## src/rtl/flappy_pkg.sv

```systemverilog
// Shared game constants, coordinate width and scanner state encoding.
// Used by flight_physics, pipe_collision_scanner and vga_output.
package flappy_pkg;

  localparam int COORD_W   = 10;
  localparam int SCREEN_W  = 640;
  localparam int SCREEN_H  = 480;
  localparam int FLOOR_Y   = 480;

  localparam int NUM_PIPES = 4;
  localparam int PIPE_W    = 40;
  localparam int GAP_H     = 120;
  localparam int BIRD_W    = 16;
  localparam int BIRD_H    = 16;

  typedef enum logic [1:0] {
    S_INITIAL = 2'd0,
    S_SCAN    = 2'd1,
    S_DONE    = 2'd2
  } scan_state_e;

endpackage

```

## src/rtl/pipe_overlap_cmp.sv

```systemverilog
// Combinational bird-box vs pipe hit test, 11-bit unsigned math.
// Ports: bird_x/bird_y, x_edge/y_edge in; hit out. Edges exclusive.
module pipe_overlap_cmp
  import flappy_pkg::*;
#(
  parameter int PIPE_W = flappy_pkg::PIPE_W,
  parameter int GAP_H  = flappy_pkg::GAP_H,
  parameter int BIRD_W = flappy_pkg::BIRD_W,
  parameter int BIRD_H = flappy_pkg::BIRD_H
) (
  input  logic [COORD_W-1:0] bird_x,
  input  logic [COORD_W-1:0] bird_y,
  input  logic [COORD_W-1:0] x_edge,
  input  logic [COORD_W-1:0] y_edge,
  output logic               hit
);

  localparam int W = COORD_W + 1;

  logic [W-1:0] bx, by, xe, ye;
  logic [W-1:0] bx_r, by_b, xe_r, ye_b;
  logic         x_ov, y_out;

  assign bx   = {1'b0, bird_x};
  assign by   = {1'b0, bird_y};
  assign xe   = {1'b0, x_edge};
  assign ye   = {1'b0, y_edge};
  assign bx_r = bx + W'(BIRD_W);
  assign by_b = by + W'(BIRD_H);
  assign xe_r = xe + W'(PIPE_W);
  assign ye_b = ye + W'(GAP_H);

  assign x_ov  = (bx_r > xe) && (bx < xe_r);
  assign y_out = (by < ye) || (by_b > ye_b);
  assign hit   = x_ov && y_out;

endmodule

```

## src/rtl/pipe_collision_scanner.sv

```systemverilog
// Walks all pipes after Start, reports Lose/Hit_Index, holds Done to Ack.
// Ports: Clk, reset(n), Start, Ack, Bird_X/Y, X/Y_Edge in; Pipe_Index,
// Done, Lose, Hit_Index, q_* out. PIPE_SCAN_EARLY_EXIT_EN: stop on hit.
module pipe_collision_scanner
  import flappy_pkg::*;
#(
  parameter int NUM_PIPES = flappy_pkg::NUM_PIPES,
  parameter int PIPE_W    = flappy_pkg::PIPE_W,
  parameter int GAP_H     = flappy_pkg::GAP_H,
  parameter int BIRD_W    = flappy_pkg::BIRD_W,
  parameter int BIRD_H    = flappy_pkg::BIRD_H,
  parameter int FLOOR_Y   = flappy_pkg::FLOOR_Y,
  localparam int IDX_W =
    (NUM_PIPES > 1) ? $clog2(NUM_PIPES) : 1
) (
  input  logic               Clk,
  input  logic               reset,
  input  logic               Start,
  input  logic               Ack,
  input  logic [COORD_W-1:0] Bird_X,
  input  logic [COORD_W-1:0] Bird_Y,
  output logic [IDX_W-1:0]   Pipe_Index,
  input  logic [COORD_W-1:0] X_Edge,
  input  logic [COORD_W-1:0] Y_Edge,
  output logic               Done,
  output logic               Lose,
  output logic [IDX_W-1:0]   Hit_Index,
  output logic               q_Initial,
  output logic               q_Scan,
  output logic               q_Done
);

  localparam int CNT_W = $clog2(NUM_PIPES + 1);
  localparam logic [CNT_W-1:0] LAST = CNT_W'(NUM_PIPES);
  localparam int W = COORD_W + 1;

  scan_state_e state, state_n;

  logic [COORD_W-1:0] bird_x, bird_y;
  logic [CNT_W-1:0]   cnt, cnt_nxt;
  logic [IDX_W-1:0]   pipe_index, hit_idx;
  logic               lose, hit_seen;
  logic               pipe_hit, cmp_vld;
  logic               scan_end, floor_hit;

  pipe_overlap_cmp #(
    .PIPE_W(PIPE_W),
    .GAP_H (GAP_H),
    .BIRD_W(BIRD_W),
    .BIRD_H(BIRD_H)
  ) u_cmp (
    .bird_x(bird_x),
    .bird_y(bird_y),
    .x_edge(X_Edge),
    .y_edge(Y_Edge),
    .hit   (pipe_hit)
  );

  assign floor_hit =
    ({1'b0, Bird_Y} + W'(BIRD_H)) >= W'(FLOOR_Y);

  // Data on X/Y_Edge lags Pipe_Index by one cycle,
  // so scan cycle k checks pipe k-1.
  assign cmp_vld = (state == S_SCAN) && (cnt != '0);
  assign cnt_nxt = cnt + 1'b1;

`ifdef PIPE_SCAN_EARLY_EXIT_EN
  assign scan_end = (cnt == LAST) || (cmp_vld && pipe_hit);
`else
  assign scan_end = (cnt == LAST);
`endif

  always_ff @(posedge Clk or negedge reset) begin
    if (!reset) state <= S_INITIAL;
    else        state <= state_n;
  end

  always_comb begin
    state_n = state;
    unique case (state)
      S_INITIAL: if (Start)    state_n = S_SCAN;
      S_SCAN:    if (scan_end) state_n = S_DONE;
      S_DONE:    if (Ack)      state_n = S_INITIAL;
      default:                 state_n = S_INITIAL;
    endcase
  end

  always_ff @(posedge Clk or negedge reset) begin
    if (!reset) begin
      bird_x     <= '0;
      bird_y     <= '0;
      cnt        <= '0;
      pipe_index <= '0;
      lose       <= 1'b0;
      hit_idx    <= '0;
      hit_seen   <= 1'b0;
    end else begin
      unique case (state)
        S_INITIAL: begin
          if (Start) begin
            bird_x     <= Bird_X;
            bird_y     <= Bird_Y;
            cnt        <= '0;
            pipe_index <= '0;
            lose       <= floor_hit;
            hit_idx    <= '0;
            hit_seen   <= 1'b0;
          end
        end
        S_SCAN: begin
          cnt <= cnt_nxt;
          if (cnt_nxt < LAST)
            pipe_index <= IDX_W'(cnt_nxt);
          // Only the lowest-index pipe hit is recorded.
          if (cmp_vld && pipe_hit && !hit_seen) begin
            hit_seen <= 1'b1;
            lose     <= 1'b1;
            hit_idx  <= IDX_W'(cnt - 1'b1);
          end
        end
        default: ;
      endcase
    end
  end

  assign Pipe_Index = pipe_index;
  assign Lose       = lose;
  assign Hit_Index  = hit_idx;
  assign q_Initial  = (state == S_INITIAL);
  assign q_Scan     = (state == S_SCAN);
  assign q_Done     = (state == S_DONE);
  assign Done       = q_Done;

endmodule

```

## config.mk

```make
export PLATFORM = sky130hd
export DESIGN_NAME = pipe_collision_scanner
export DESIGN_NICKNAME = d
export VERILOG_FILES = /design/src/rtl/flappy_pkg.sv /design/src/rtl/pipe_overlap_cmp.sv /design/src/rtl/pipe_collision_scanner.sv
export SDC_FILE = /design/constraint.sdc
export NUM_CORES = 1
export LEC_CHECK = 0
export ABC_AREA = 1
export BUFFER_PORTS_ARGS = -buffer_cell sky130_fd_sc_hd__clkbuf_2
export CAP_MARGIN = 10
export CORE_MARGIN = 1.5
export CORE_UTILIZATION = 30
export DETAILED_ROUTE_END_ITERATION = 8
export GPL_TIMING_DRIVEN = 1
export PLACE_DENSITY_LB_ADDON = 0.08
export SETUP_SLACK_MARGIN = 0.02
export SYNTH_ARGS = -nofsm -noshare
export SYNTH_HDL_FRONTEND = slang
export SYNTH_SLANG_ARGS = --single-unit
```

## constraint.sdc

```tcl
create_clock -name Clk -period 3.9 [get_ports Clk]
set_input_delay 0.78 -clock Clk [delete_from_list [all_inputs] [get_ports Clk]]
set_output_delay 0.78 -clock Clk [all_outputs]
set_load 0.01 [all_outputs]
```

Yosys cells after proc, flatten, opt, wreduce, memory -nomap -nowiden
Index checks and enable logic that the tools add are counted.
Operators by class
  reduce and logical (&&, ||, !) cells: 15
  equality and inequality tests: 8
  muxes and demuxes: 16
  $add $sub $neg: 7
  magnitude comparators: 6
Operator list (count)
  $add A10 B5 Y11 const B: 3
  $mux W2: 6
  $add A10 B6 Y11 const B: 1
  $add A10 B7 Y11 const B: 1
  $ge A11 B9 Y1 const B: 1
  $gt A11 B10 Y1: 1
  $gt A11 B11 Y1: 1
  $lt A10 B11 Y1: 1
  $lt A10 B10 Y1: 1
  $reduce_and A3 Y1: 3
  $pmux W2 S2: 2
  $ne A2 B1 Y1 const B: 3
  $pmux W2 S3: 1
  $pmux W3 S2: 1
  $logic_and A1 B1 Y1: 5
  $ne A2 B2 Y1 const B: 2
  $pmux W1 S2: 2
  $reduce_and A2 Y1: 2
  $add A3 B1 Y3 const B: 1
  $eq A3 B3 Y1 const B: 1
  $lt A3 B3 Y1 const B: 1
  $mux W1: 3
  $mux W3: 1
  $reduce_bool A3 Y1: 1
  7 further kinds: 7
Storage, ports and cells
  bits in registers: 31
  output and inout port bits: 9
  input bits: 44
  word-level logic and storage cells: 60

Logic depth before layout (Yosys ltp)
  depth in word-level cells: 8
  depth in mapped cells: 16

By module
Synthesis repeated with hierarchy kept, for this count alone.
Unflattened totals
  cells, all modules: 373
  area, all modules: 2723.9 µm²
By module, submodules not included
  pipe_collision_scanner: cells each 162, times used 1, area an instance 1386.3 µm²
  pipe_overlap_cmp: cells each 211, times used 1, area an instance 1337.5 µm²

Worst setup path before layout
No wires, ideal clock.
  path type: input to register
  from: in Y_Edge[3]
  to: reg hit_idx[0], in the netlist Hit_Index[0]
  setup time: 117 ps
  stages on the path: 15
  slack: 1456 ps
  arrival: 2326 ps
  cells stage by stage: inv_1 ha_1 nand2_1 nand3_1 xor2_1 ha_1 nand4_1 nor2_1 nand2_1 nand3_1 nand2_1 nand2_1 nand3_2 nand3_1 nand2_1
On the way
  word-level cells in the longest chain between the ends: 8
Ends and longest elaborated chain
  start: declaration: RTL line pipe_collision_scanner.sv:24  | input logic [COORD_W-1:0] Y_Edge,
  $add A10 B7 Y11: RTL line pipe_overlap_cmp.sv:31  | assign ye_b = ye + W'(GAP_H);
  $gt A11 B11 Y1: RTL line pipe_overlap_cmp.sv:34  | assign y_out = (by < ye) || (by_b > ye_b);
  $logic_or A1 B1 Y1 (*): RTL line pipe_overlap_cmp.sv:34
  $logic_and A1 B1 Y1 (*): RTL line pipe_overlap_cmp.sv:35  | assign hit = x_ov && y_out;
  $logic_and A1 B1 Y1 (*) (2 in series): RTL line pipe_collision_scanner.sv:115  | if (cmp_vld && pipe_hit && !hit_seen) begin
  $ne A2 B1 Y1 (no line) (*)
  $reduce_and A3 Y1 (no line) (*)
  end signal: assignment: RTL line pipe_collision_scanner.sv:118  | hit_idx <= IDX_W'(cnt - 1'b1);
  end: declaration: RTL line pipe_collision_scanner.sv:41  | logic [IDX_W-1:0] pipe_index, hit_idx;
Every way passes the cells marked *; elsewhere a longest branch is shown, timed or not.
A chain may end at the register's enable or synchronous reset.

Final worst setup path
  from: in X_Edge[3]
  to: reg hit_idx[0], in the netlist Hit_Index[0]
On the way
  word-level cells in the longest chain between the ends: 8
Ends and longest elaborated chain
  start: declaration: RTL line pipe_collision_scanner.sv:23  | input logic [COORD_W-1:0] X_Edge,
  $add A10 B6 Y11: RTL line pipe_overlap_cmp.sv:30  | assign xe_r = xe + W'(PIPE_W);
  $lt A10 B11 Y1: RTL line pipe_overlap_cmp.sv:33  | assign x_ov = (bx_r > xe) && (bx < xe_r);
  $logic_and A1 B1 Y1 (*): RTL line pipe_overlap_cmp.sv:33
  $logic_and A1 B1 Y1 (*): RTL line pipe_overlap_cmp.sv:35
  $logic_and A1 B1 Y1 (*) (2 in series): RTL line pipe_collision_scanner.sv:115
  $ne A2 B1 Y1 (no line) (*)
  $reduce_and A3 Y1 (no line) (*)
Marks and branches as above.

==> flow_summary.ini <==
[routing]
wl_um = 6700
via_per_inst = 4.54
drtAntennaViolNets = 0
wl_per_cell_um = 12.3
drt_iter0_drc = 53
drc = 3
drtPass1Iterations = 6
vias = 2484

[global_route]
antenna_found_initial = 0
grt_overflow_total = 0
grt.total_usage_pct = 15.2
grt_max_degree = 32
grt_pass1_vias = 2505
grt_pass1_wl_um = 11900

[synthesis]
synth_compound_area_share_pct = 10.1
async_flop_share_pct = 100
synth.top_cells.by_area = dfrtp_1 (28%), ha_1 (20%), nand2_1 (15%)
yosysTopAreaCell = dfrtp_1
synth_cells = 383
synthMuxAreaShare_pct = 0
synth-simple-area-share_pct = 26.9
ys_top_cells_by_count = nand2_1 (107), inv_1 (66), ha_1 (43), dfrtp_1 (31), nand3_1 (22)
yosysSeqAreaShare_pct = 28.2
synthFlopType = dfrtp_1
synth_edf_count = 0
synthXorXnorAreaFrac_pct = 5.40
syn_area_um2 = 2760
synth_seq_cells = 31
yosys.cell_count.top_type = nand2_1
yosys.area_share.adder_pct = 19.5
ys_types = 29
synth_warnings = 0
synth_top_family_by_area = simple AND/OR/NAND/NOR gates
syn_avg_cell_area_um2 = 7.19
syn_nets = 470
yosysTopAreaCellShare_pct = 28.2

[setup_path]
cp.required_ps = 4080
reg2reg_setup_slack_ps = 1590
start_kind = primary input
startpoint = X_Edge[3]
worstPathArrival_ps = 2660
worstSetupPathType = primary input to flip-flop
cp_max_fo = 4
endpoint_kind = flip-flop
r2r_cells = 14
r2r_end = Hit_Index[0]
timing.rr.start = bird_x[4]

[cells_and_area]
final_cells = 547
antenna-diode-count = 0
fin_util_pct = 36.5
layout-drive-gt1-share_pct = 15.9
fin_area_um2 = 3220
area_delta_synth_final_pct = 16.8
layout.nets = 525

[power]
max-vdd-ir-drop_uv = 240
cellPowerDensity_nw_per_um2 = 631
total_power_mw = 2.03
internal-power_mw = 1.06
p_sw_uw = 969
leakage_nw = 1.86
clkPwrFrac_pct = 12.5
sw_frac_of_total_pct = 47.7
power.share.sequential_pct = 30.4
p_comb_share_pct = 57.1

[hold_path]
hold_depth = 2
hp-start = bird_x[2]
hp-class = flip-flop to flip-flop
hold_path_end = bird_x[2]

[placed_design]
place_ws_ps = 1100
portBuffers = 52
dp_hpwl_um = 5450
dp.cells = 539
place_congestion = 0.821
placed_cell_area_um2 = 3130

[run_status]
outcome = finished, violations left
violations = DRC

[die]
dieHeight_um = 98.8
rows = 34
die_w_um = 98.8
die-area_um2 = 9770
core_area_um2 = 8810
io_pins = 53
start_util_pct = 31.3

[timing]
slew_violations = 0
hold_violations = 0
finalClockSkew_ps = 11.2
max_slew_margin_pct = 45.1
whs_ps = 477
fin_crit_sh_pct = 63.7
tightest_slew_ps = 823
setup_ws_ps = 1420
layout_min_cycle_time_ps = 2480
setup_viol = 0
finalSetupTns_ps = 0
max_clock_freq_mhz = 403
rsz0062_at_grt = false

[clock_network]
cts_buffers = 5
cts_tree = yes
clock_path_buffers = 2
clk_pin_slew_ps = 70
clock_sinks = 31
cts_root_buf = clkbuf_8
cts_resized = 0
cts_hold_buf = 0
worst_skew_pair.late_latency_ps = 290
cts_setup_buffers = 0
htreeDepth = 2

[job]
max-cap-violations = 0
-- logic make-up after synthesis --
kind of cell,Yosys count
AOI/OAI and AO/OA,49
xor gates and xnor gates,17
adders and majority gates,43
buffers and inverters,71
DFF,31
and+or+nand+nor,172
-- layout by cell type (no fill, tap or decap), types with 2 or more instances in the layout --
cell,n
nand2_1,107
inv_1,66
clkbuf_2,52
ha_1,43
dfrtp_1,31
nand3_1,22
nor2_1,21
o21ai_0,20
a21oi_1,15
xor2_1,13
nor2_2,5
nand4_1,5
clkbuf_8,5
xnor2_1,4
nand3b_1,4
a21o_1,4
nor3_1,3
nand2_2,2
nand3_2,2
o22ai_1,2
o31ai_1,2
-- worst max-delay path by stage --
stage                               to  slack [ps]  cells after the start
after floorplan           Hit_Index[0]        1460                     15
after global placement    Hit_Index[0]        1170                     14
after detailed placement  Hit_Index[1]        1100                     14
after CTS                 Hit_Index[0]        1390                     14
after global routing      Hit_Index[1]        1230                     16
final                     Hit_Index[0]        1420                     14
-- final cells by class --
cell class,count,area [um2]
repair buffers,53,268
well taps,108,135
inverters,66,248
multi-input cells,281,1710
fillers,967,5590
clock inverters,2,12.5
clock buffers,6,72.6
flip-flops and latches,31,776
-- flip-flops by register name, indices dropped and copies added, names as in the netlist --
signal and count:
Hit_Index 2, Lose 1, Pipe_Index 2, bird_x 10, bird_y 10, cnt 3
hit_seen 1, state 2
-- power by group through the flow --
stage               clock, mW  sequential, mW  combinational (mW)
floorplan                   0           0.587               0.874
finish                  0.255           0.617                1.16
global placement            0           0.626                1.16
global route            0.281           0.645                1.38
CTS                     0.267           0.619                1.18
detailed placement          0           0.622                1.17
-- worst max-delay path, stage by stage --
cell	delay, ps
clkbuf_2	110
ha_1	220
o21ai_0	280
nor3_1	110
xor2_1	160
ha_1	290
nand2_1	70
nor2_1	40
nand2_1	80
nand3_2	80
nor2_2	140
nand3_2	120
nand3_1	110
nand2_1	80
-- per-layer routing --
| layer | track usage, % | part of all wire (%) | vias to the layer above |
|---|---|---|---|
| met1 | 22.5 | 53 | 1100 |
| li1 | - | - | 1333 |
| met2 | 22.3 | 40 | 43 |
| met5 | 0 | 0 | - |
| met4 | 3.63 | 0.97 | 0 |
| met3 | 3.55 | 5.3 | 8 |
(Power assumes the default switching activity.)
